==> src/rtl/saber_centroid.sv <==
// saber_centroid: per-frame centroid of masked camera pixels.
//   Sums x/y coordinates and counts masked pixels each frame. On the frame
//   boundary strobe it snapshots the sums and count, then runs two parallel
//   restoring dividers (one quotient bit per cycle) to publish the centroid.
//   Frames with too few pixels take the same time but publish not-found.
//
// Optional feature: define SABER_CENTROID_SMOOTH_EN to pass found positions
//   through a first-order IIR filter, out <= (out + new) >> 1.
//
// Ports:
//   clk_in       system/pixel clock
//   rst_in       synchronous active-high reset
//   hcount_in    x coordinate of the current pixel
//   vcount_in    y coordinate of the current pixel
//   valid_in     current pixel is masked and accumulated
//   tabulate_in  single-cycle frame-boundary strobe
//   x_out        centroid x
//   y_out        centroid y
//   found_out    last published frame met MIN_PIXELS
//   valid_out    one-cycle strobe when x_out/y_out/found_out update
//   busy_out     divider (or equivalent wait) in progress
module saber_centroid #(
    parameter int unsigned MIN_PIXELS = 16,
    parameter int unsigned SUM_W      = 32,
    parameter int unsigned CNT_W      = 20
) (
    input  logic        clk_in,
    input  logic        rst_in,
    input  logic [10:0] hcount_in,
    input  logic [9:0]  vcount_in,
    input  logic        valid_in,
    input  logic        tabulate_in,
    output logic [10:0] x_out,
    output logic [9:0]  y_out,
    output logic        found_out,
    output logic        valid_out,
    output logic        busy_out
);

    localparam int unsigned X_W    = 11;
    localparam int unsigned Y_W    = 10;
    localparam int unsigned REM_W  = CNT_W + 1;
    localparam int unsigned STEP_W = $clog2(SUM_W);

    typedef enum logic [1:0] {
        ST_IDLE    = 2'd0,
        ST_DIVIDE  = 2'd1,
        ST_PUBLISH = 2'd2
    } state_t;

    state_t state, state_nxt;

    logic [SUM_W-1:0]  sum_x, sum_y;
    logic [CNT_W-1:0]  count;

    logic [SUM_W-1:0]  dvd_x, dvd_y;
    logic [CNT_W-1:0]  dvsr;
    logic [CNT_W-1:0]  rem_x, rem_y;
    logic [X_W-1:0]    q_x;
    logic [Y_W-1:0]    q_y;
    logic [STEP_W-1:0] step;
    logic              found_pend;

    logic              snap_c;
    logic              last_c;
    logic [REM_W-1:0]  rx_sh_c, ry_sh_c;
    logic [REM_W-1:0]  rx_nxt_c, ry_nxt_c;
    logic              qx_bit_c, qy_bit_c;
    logic [X_W-1:0]    q_x_nxt_c;
    logic [Y_W-1:0]    q_y_nxt_c;

`ifdef SABER_CENTROID_SMOOTH_EN
    logic              filt_valid;
`endif

    // State register
    always_ff @(posedge clk_in) begin
        if (rst_in) state <= ST_IDLE;
        else        state <= state_nxt;
    end

    // Next-state logic
    always_comb begin
        state_nxt = state;
        snap_c    = 1'b0;
        last_c    = 1'b0;
        case (state)
            ST_IDLE: begin
                if (tabulate_in) begin
                    snap_c    = 1'b1;
                    state_nxt = ST_DIVIDE;
                end
            end
            ST_DIVIDE: begin
                if (step == STEP_W'(SUM_W - 1)) begin
                    last_c    = 1'b1;
                    state_nxt = ST_PUBLISH;
                end
            end
            ST_PUBLISH: state_nxt = ST_IDLE;
            default:    state_nxt = ST_IDLE;
        endcase
    end

    // One restoring-division step for each axis; quotient keeps only the
    // output-width low bits since higher bits are truncated anyway.
    always_comb begin
        rx_sh_c   = {rem_x, dvd_x[SUM_W-1]};
        ry_sh_c   = {rem_y, dvd_y[SUM_W-1]};
        qx_bit_c  = (rx_sh_c >= {1'b0, dvsr});
        qy_bit_c  = (ry_sh_c >= {1'b0, dvsr});
        rx_nxt_c  = qx_bit_c ? (rx_sh_c - {1'b0, dvsr}) : rx_sh_c;
        ry_nxt_c  = qy_bit_c ? (ry_sh_c - {1'b0, dvsr}) : ry_sh_c;
        q_x_nxt_c = X_W'({q_x, qx_bit_c});
        q_y_nxt_c = Y_W'({q_y, qy_bit_c});
    end

    // Frame accumulators; a pixel coincident with the boundary starts the new frame
    always_ff @(posedge clk_in) begin
        if (rst_in) begin
            sum_x <= '0;
            sum_y <= '0;
            count <= '0;
        end else if (snap_c) begin
            sum_x <= valid_in ? SUM_W'(hcount_in) : '0;
            sum_y <= valid_in ? SUM_W'(vcount_in) : '0;
            count <= valid_in ? CNT_W'(1) : '0;
        end else if (valid_in) begin
            sum_x <= sum_x + SUM_W'(hcount_in);
            sum_y <= sum_y + SUM_W'(vcount_in);
            if (count != {CNT_W{1'b1}}) count <= count + CNT_W'(1);
        end
    end

    // Divider datapath and registered outputs
    always_ff @(posedge clk_in) begin
        if (rst_in) begin
            dvd_x      <= '0;
            dvd_y      <= '0;
            dvsr       <= '0;
            rem_x      <= '0;
            rem_y      <= '0;
            q_x        <= '0;
            q_y        <= '0;
            step       <= '0;
            found_pend <= 1'b0;
            x_out      <= '0;
            y_out      <= '0;
            found_out  <= 1'b0;
            valid_out  <= 1'b0;
            busy_out   <= 1'b0;
`ifdef SABER_CENTROID_SMOOTH_EN
            filt_valid <= 1'b0;
`endif
        end else begin
            valid_out <= 1'b0;
            busy_out  <= (state_nxt != ST_IDLE);
            if (snap_c) begin
                dvd_x      <= sum_x;
                dvd_y      <= sum_y;
                dvsr       <= count;
                rem_x      <= '0;
                rem_y      <= '0;
                q_x        <= '0;
                q_y        <= '0;
                step       <= '0;
                found_pend <= (count >= CNT_W'(MIN_PIXELS));
            end else if (state == ST_DIVIDE) begin
                step <= step + STEP_W'(1);
                // Short frames only wait out the same number of cycles
                if (found_pend) begin
                    dvd_x <= dvd_x << 1;
                    dvd_y <= dvd_y << 1;
                    rem_x <= CNT_W'(rx_nxt_c);
                    rem_y <= CNT_W'(ry_nxt_c);
                    q_x   <= q_x_nxt_c;
                    q_y   <= q_y_nxt_c;
                end
                if (last_c) begin
                    valid_out <= 1'b1;
                    found_out <= found_pend;
                    if (found_pend) begin
`ifdef SABER_CENTROID_SMOOTH_EN
                        filt_valid <= 1'b1;
                        if (filt_valid) begin
                            x_out <= X_W'(((X_W+1)'(x_out) + (X_W+1)'(q_x_nxt_c)) >> 1);
                            y_out <= Y_W'(((Y_W+1)'(y_out) + (Y_W+1)'(q_y_nxt_c)) >> 1);
                        end else begin
                            x_out <= q_x_nxt_c;
                            y_out <= q_y_nxt_c;
                        end
`else
                        x_out <= q_x_nxt_c;
                        y_out <= q_y_nxt_c;
`endif
                    end
                end
            end
        end
    end

endmodule

==> config.mk <==
export PLATFORM = sky130hd
export DESIGN_NAME = saber_centroid
export DESIGN_NICKNAME = d
export VERILOG_FILES = /design/src/rtl/saber_centroid.sv
export SDC_FILE = /design/constraint.sdc
export NUM_CORES = 1
export LEC_CHECK = 0
export ABC_AREA = 1
export ABC_CLOCK_PERIOD_IN_PS = 3240
export BUFFER_PORTS_ARGS = -buffer_cell sky130_fd_sc_hd__buf_2
export CORE_ASPECT_RATIO = 0.6
export CORE_MARGIN = 2
export CORE_UTILIZATION = 55
export DETAILED_ROUTE_END_ITERATION = 6
export PLACE_DENSITY = 0.69
export SYNTH_ARGS = -nofsm -noshare
export SYNTH_HDL_FRONTEND = slang
export SYNTH_SLANG_ARGS = --single-unit
==> constraint.sdc <==
create_clock -name clk_in -period 3.24 [get_ports clk_in]
set_input_delay 0.324 -clock clk_in [delete_from_list [all_inputs] [get_ports clk_in]]
set_output_delay 0.324 -clock clk_in [all_outputs]
set_load 0.005 [all_outputs]
==> impl_metrics.json, run 1 <==
{
  "hold_path.class": "input pin to register",
  "cts-buffers-inserted": 27,
  "dieWidth_um": 219,
  "wl_per_cell_um": 16.2,
  "final-max-slew-violation-count": 0,
  "min_period_ns": 2.65,
  "regArea_um2": 5180,
  "die_h_um": 133,
  "antenna_cells": 0,
  "final_antenna_net_count": 0,
  "worstPathArrival_ns": 3.13,
  "clk_pin_slew_worst_paths_ns": 0.06,
  "clock_sinks": 259,
  "ys_types": 48,
  "root_buffer": "clkbuf_16",
  "yosysSeqAreaShare": 0.340,
  "p_leak_nw": 7.20,
  "syn_area_um2": 15200,
  "cts_buffer_depth": 3,
  "cp-end-kind": "register",
  "io_pins": 49,
  "criticalPathCategory": "register to register",
  "vias": 15300,
  "finalWirelength_mm": 44.1,
  "hold_violations": 0,
  "crit_path_start_kind": "register",
  "cts_tree": "done",
  "antenna_found_initial": 0,
  "drt-initial-drc-count": 1621,
  "fin_crit_sh": 0.817,
  "grt_pass1_vias": 13400,
  "status": "complete, no violations",
  "synth_top_area_share": 0.340,
  "core_um2": 27400,
  "yosysTopAreaCell": "dfxtp_1",
  "synth-edff-count": 0,
  "avgSynthCellArea_um2": 6.51,
  "setup_tns_ns": 0,
  "vias_per_cell": 5.61,
  "syn_to_final_growth_pct": 9.38,
  "hold_buffers": 0,
  "h-tree-depth": 1,
  "nets": 2433,
  "drv_cap": 0,
  "io_buffers": 48,
  "clock.fmax_ghz": 0.378,
  "drive_gt1_frac": 0.0725,
  "grt_pass1_wl_mm": 71.7,
  "gp_congestion": 0.947,
  "post-route-util": 0.608,
  "num_rows": 47,
  "slew_headroom": 0.388,
  "power_density_nw_per_um2": 485,
  "synth-seq-cells": 259,
  "yosysWarnings": 0,
  "num-fill-cells": 2637,
  "die_area_um2": 29100,
  "initial_core_util": 0.556,
  "grt_usage": 0.303,
  "grt_max_degree": 75,
  "clk-insertion-delay-late_ns": 0.55,
  "post_cts_resized": 0,
  "yosys-top-cells-area": "dfxtp_1 (34%), nand2_1 (15%), a21oi_1 (8.2%)",
  "ir_worst_vdd_mv": 0.410,
  "ff2ff_setup_slack_ns": 0.59,
  "post_cts_buffers": 0,
  "crit_required_ns": 3.72,
  "syn-num-nets": 2434,
  "grt-ovfl-total": 0,
  "synth-main-ff-cell": "dfxtp_1",
  "drc": 0,
  "dp.final_hpwl_mm": 31.6,
  "first_pass_iters": 5,
  "netlist_instances": 2340,
  "skew_ns": 0.0203,
  "setup_viol": 0,
  "tightest_slew_ns": 0.918,
  "synthArstFlopShare": 0,
  "rsz0062_at_grt": "false",
  "final_common_cell": "nand2_1",
  "critPathMaxFanout": 22,
  "multi_input_area_um2": 8630,
  "mostFrequentLayoutCells": "nand2_1 (623), dfxtp_1 (259), a21oi_1 (250)"
}
## where the power goes
group / switching (mW) / total, mW / internal [mW]
Sequential: 0.0597 / 3.35 / 3.29
Combinational: 0.854 / 1.24 / 0.385
Clock: 1.36 / 3.49 / 2.13
Total: 2.28 / 8.07 / 5.80
## cells in the mapped netlist, types with 3 or more instances
master,n
a21oi_2,8
fa_1,4
nand4_1,22
xnor2_1,10
clkbuf_1,63
inv_2,12
dfxtp_1,259
a31oi_1,3
nand2_2,9
nand3_2,3
nor4_1,11
o21bai_1,18
nand2_1,624
o21a_1,10
ha_1,65
or2_2,4
o211ai_1,7
nor2_1,197
nor2_2,6
buf_1,5
buf_2,22
inv_1,248
buf_6,7
o21ai_0,193
nor3b_1,3
nand3_1,161
a21oi_1,250
nand2_4,3
nor3_1,47
o21ai_1,6
nand3b_1,19
xor2_1,19
## final cells by class
| cell class | instances | share of cell area |
|---|---|---|
| inverters | 262 | 0.0590 |
| well taps | 367 | 0.0276 |
| clock buffers | 35 | 0.0454 |
| repair buffers | 69 | 0.0246 |
| flip-flops and latches | 259 | 0.311 |
| multi-input cells | 1720 | 0.518 |
| clock inverters | 13 | 0.0143 |
## cell families after synthesis
logic type | Yosys count | synth area share
AO/OA/AOI/OAI | 505 | 0.176
buffers and inverters | 361 | 0.0947
flip-flops | 259 | 0.340
adder cells (fa/ha/maj) | 69 | 0.0587
XOR/XNOR | 29 | 0.0167
AND/OR/NAND/NOR | 1117 | 0.313
## critical path, cell delays in order, from the launching register on
cell	delay [ns]
dfxtp_1	0.42
inv_1	0.17
ha_1	0.37
nand2_1	0.09
nor2_2	0.04
nand2_1	0.06
nand3_2	0.09
nand2_1	0.12
nand2_2	0.08
nand2_2	0.25
nand2_4	0.26
inv_2	0.29
nand2_1	0.11
nor2_1	0.10
nor2_1	0.05
nor2_1	0.06
## path summary, 6_finish.rpt
kind,start,to,cells after the start
worst min-delay path,hcount_in[2],sum_x[2]$_SDFFE_PP0P_,3
worst min register to register,y_out[8]$_SDFFE_PP0P_,y_out[8]$_SDFFE_PP0P_,2
worst max register to register,dvsr[1]$_SDFFE_PP0P_,rem_x[8]$_SDFFE_PP0P_,15
worst max-delay path,dvsr[1]$_SDFFE_PP0P_,rem_x[8]$_SDFFE_PP0P_,15
## sequential cells by signal, indices dropped and copies added, names as in the netlist
register,cells
q_y,9
dvsr,20
rem_y,20
rem_x,20
step,5
q_x,10
sum_x,32
dvd_y,32
x_out,11
count,20
found_pend,1
sum_y,32
state,2
dvd_x,32
found_out,1
valid_out,1
busy_out,1
y_out,10
## per-layer routing
layer	GRT usage	up-vias	wire length [um]
li1	-	7646	-
met1	0.510	7005	23000
met2	0.401	604	16800
met3	0.0453	33	3800
met4	0.0432	0	510
met5	0	-	0
## through the flow
stage | worst slack [ns] | power, mW | instance area, um^2 | hold WS (ns) | cells
2_1_floorplan | 1.38 | 4.31 | 15200 | 0.439 | 2340
3_3_place_gp | 0.691 | 4.61 | 15700 | 0.449 | 2677
3_5_place_dp | 0.640 | 4.62 | 15700 | 0.452 | 2677
4_1_cts | 0.616 | 8.10 | 16700 | 0.0869 | 2725
5_1_grt | 0.401 | 8.43 | 16700 | 0.117 | 2725
6_report | 0.593 | 8.07 | 16700 | 0.105 | 2725
Power figures use the tool's default switching activity.
==> inputs of run 2 (changes only) <==
--- a/config.mk
+++ b/config.mk
@@ -6,13 +6,13 @@
 export NUM_CORES = 1
 export LEC_CHECK = 0
 export ABC_AREA = 1
-export ABC_CLOCK_PERIOD_IN_PS = 3240
+export ABC_CLOCK_PERIOD_IN_PS = 2300
 export BUFFER_PORTS_ARGS = -buffer_cell sky130_fd_sc_hd__buf_2
 export CORE_ASPECT_RATIO = 0.6
 export CORE_MARGIN = 2
 export CORE_UTILIZATION = 55
 export DETAILED_ROUTE_END_ITERATION = 6
-export PLACE_DENSITY = 0.69
+export PLACE_DENSITY = 0.72
 export SYNTH_ARGS = -nofsm -noshare
 export SYNTH_HDL_FRONTEND = slang
 export SYNTH_SLANG_ARGS = --single-unit
==> constraint.sdc (replaced) <==
create_clock -name clk_in -period 2.3 [get_ports clk_in]
set_input_delay 0.23 -clock clk_in [delete_from_list [all_inputs] [get_ports clk_in]]
set_output_delay 0.23 -clock clk_in [all_outputs]
set_load 0.005 [all_outputs]
==> run 2 against run 1 <==
Net effect: setup slack got worse by 0.49 ns; clock skew increased by 0.00069 ns; critical path depth unchanged; via count increased by 0.51%; critical endpoint is now rem_y[19]$_SDFFE_PP0P_.
==> impl_metrics.json, run 2 (synthesis results as in run 1) <==
{
  "final_common_cell": "nand2_1",
  "grt_pass1_vias": 13500,
  "status": "complete, no violations",
  "cts_tree": "done",
  "grt_max_degree": 74,
  "critPathMaxFanout": 12,
  "critPathMaxStageDelay_ns": 0.42,
  "hp-start": "vcount_in[2]",
  "worstPathCellList": "inv_1 > ha_1 > nand2_1 > inv_1 > nand2_1 > nor2_1 > nand2_1 > nor2_1 > nor2_2 > buf_4 > nand3_1 > nand2_1 > inv_1 > nand2_1 > a21oi_1",
  "crit_family": "simple AND/OR/NAND/NOR gates",
  "drc": 0,
  "final_area_um2": 17000,
  "setup_tns_ns": 0,
  "hold_violations": 0,
  "ir_worst_vdd_mv": 0.641,
  "antenna_found_initial": 0,
  "vias_per_cell": 5.59,
  "grt_pass1_wl_mm": 72.4,
  "crit_path_start_kind": "register",
  "path_common_cell": "nand2_1",
  "gp_congestion": 1.02,
  "h-tree-depth": 1,
  "worstPathArrival_ns": 2.68,
  "r2r_start": "dvsr[13]$_SDFFE_PP0P_",
  "hold_path.class": "input pin to register",
  "initial_core_util": 0.556,
  "power_density_nw_per_um2": 658,
  "die_h_um": 133,
  "drv_cap": 0,
  "drt-initial-drc-count": 1862,
  "final_antenna_net_count": 0,
  "clk-insertion-delay-late_ns": 0.56,
  "criticalPathCategory": "register to register",
  "mostFrequentLayoutCells": "nand2_1 (620), dfxtp_1 (258), a21oi_1 (248)",
  "min_period_ns": 2.20,
  "num_rows": 47,
  "post_cts_buffers": 0,
  "tightest_slew_ns": 0.703,
  "io_buffers": 48,
  "final-max-slew-violation-count": 0,
  "clock_sinks": 259,
  "core_um2": 27400,
  "root_buffer": "clkbuf_16",
  "clock.fmax_ghz": 0.455,
  "syn_to_final_growth_pct": 11.6,
  "clk_pin_slew_worst_paths_ns": 0.07,
  "wl_per_cell_um": 16.3,
  "skew_ns": 0.0210,
  "slew_headroom": 0.531,
  "vias": 15400,
  "cp-end-kind": "register",
  "finalWirelength_mm": 44.8,
  "grt-ovfl-total": 0,
  "cts_buffer_depth": 3,
  "io_pins": 49,
  "grt_usage": 0.306,
  "nets": 2456,
  "crit_required_ns": 2.78,
  "p_leak_nw": 7.26,
  "drive_gt1_frac": 0.0937,
  "crit_path_top_delay_cell": "ha_1",
  "dp.final_hpwl_mm": 32.4,
  "startpoint": "dvsr[13]$_SDFFE_PP0P_",
  "dp.cells": 2698,
  "place_area_um2": 15800,
  "dieWidth_um": 219,
  "fin_crit_sh": 0.955,
  "cts-buffers-inserted": 26,
  "setup_viol": 0,
  "first_pass_iters": 6,
  "crit_buf_inv": 4,
  "antenna_cells": 0,
  "die_area_um2": 29100,
  "fin_cells": 2748
}
[run 2: cell types whose count changed in the layout (fill, tap and decap cells not counted), moves of 3 or more]
cell	delta
dlygate4sd3_1	+3
nor2_2	+3
nand2_2	+3
clkinvlp_4	+4
nor2_1	-3
buf_4	+19
ha_4	+10
ha_1	-18
ha_2	+8
nand2_1	-3
[run 2: layer usage]
| layer | global-route usage | share of wire | vias up |
|---|---|---|---|
| met2 | 0.385 | 0.36 | 704 |
| met1 | 0.508 | 0.51 | 6930 |
| met3 | 0.0864 | 0.12 | 43 |
| li1 | - | - | 7689 |
| met4 | 0.0420 | 0.012 | 0 |
| met5 | 0 | 0 | - |
[run 2: layout make-up]
cell class / instances / area (um^2)
clock buffers: 32 / 703
clock inverters: 15 / 215
fillers: 2545 / 10400
inverters: 262 / 983
multi-input cells: 1720 / 8820
flip-flops and latches: 259 / 5190
well taps: 367 / 459
repair buffers: 93 / 623
[run 2: worst paths after layout]
path                                  to  slack (ns)  depth (start not counted)
setup / recovery  rem_y[19]$_SDFFE_PP0P_        0.10                         15
hold / removal     sum_y[2]$_SDFFE_PP0P_        0.04                          3
setup reg to reg  rem_y[19]$_SDFFE_PP0P_        0.10                         15
hold reg to reg   dvd_x[30]$_SDFFE_PP0P_        0.46                          2
[run 2: worst register-to-register path, delay by kind of cell (launching register included)]
| kind | cells | cell delay, ns |
|---|---|---|
| fa+ha+maj | 1 | 0.42 |
| compound gates | 1 | 0.15 |
| simple gates | 9 | 0.83 |
| buf+inv | 4 | 0.43 |
| flops | 1 | 0.30 |
[run 2: metrics by stage]
| step | hold WS (ns) | utilization | total power [mW] | worst slack (ns) |
|---|---|---|---|---|
| after floorplan | 0.412 | - | 6.07 | 0.448 |
| after global placement | 0.448 | 0.578 | 6.54 | 0.124 |
| after detailed placement | 0.453 | 0.578 | 6.56 | 0.105 |
| after CTS | 0.0312 | 0.613 | 11.1 | 0.0770 |
| after global routing | 0.0885 | 0.620 | 11.6 | -0.000418 |
| final | 0.0415 | 0.620 | 11.2 | 0.104 |
[run 2: power breakdown]
group          switching (mW)  internal (mW)
clock                    1.95           2.65
sequential             0.0855           4.63
combinational            1.25          0.607
[run 2: repair_timing]
item                                    CTS  global route
hold endpoints to repair                  3             0
hold buffers                              3             0
endpoints found under the setup margin    0            43
resized for setup                         0            36
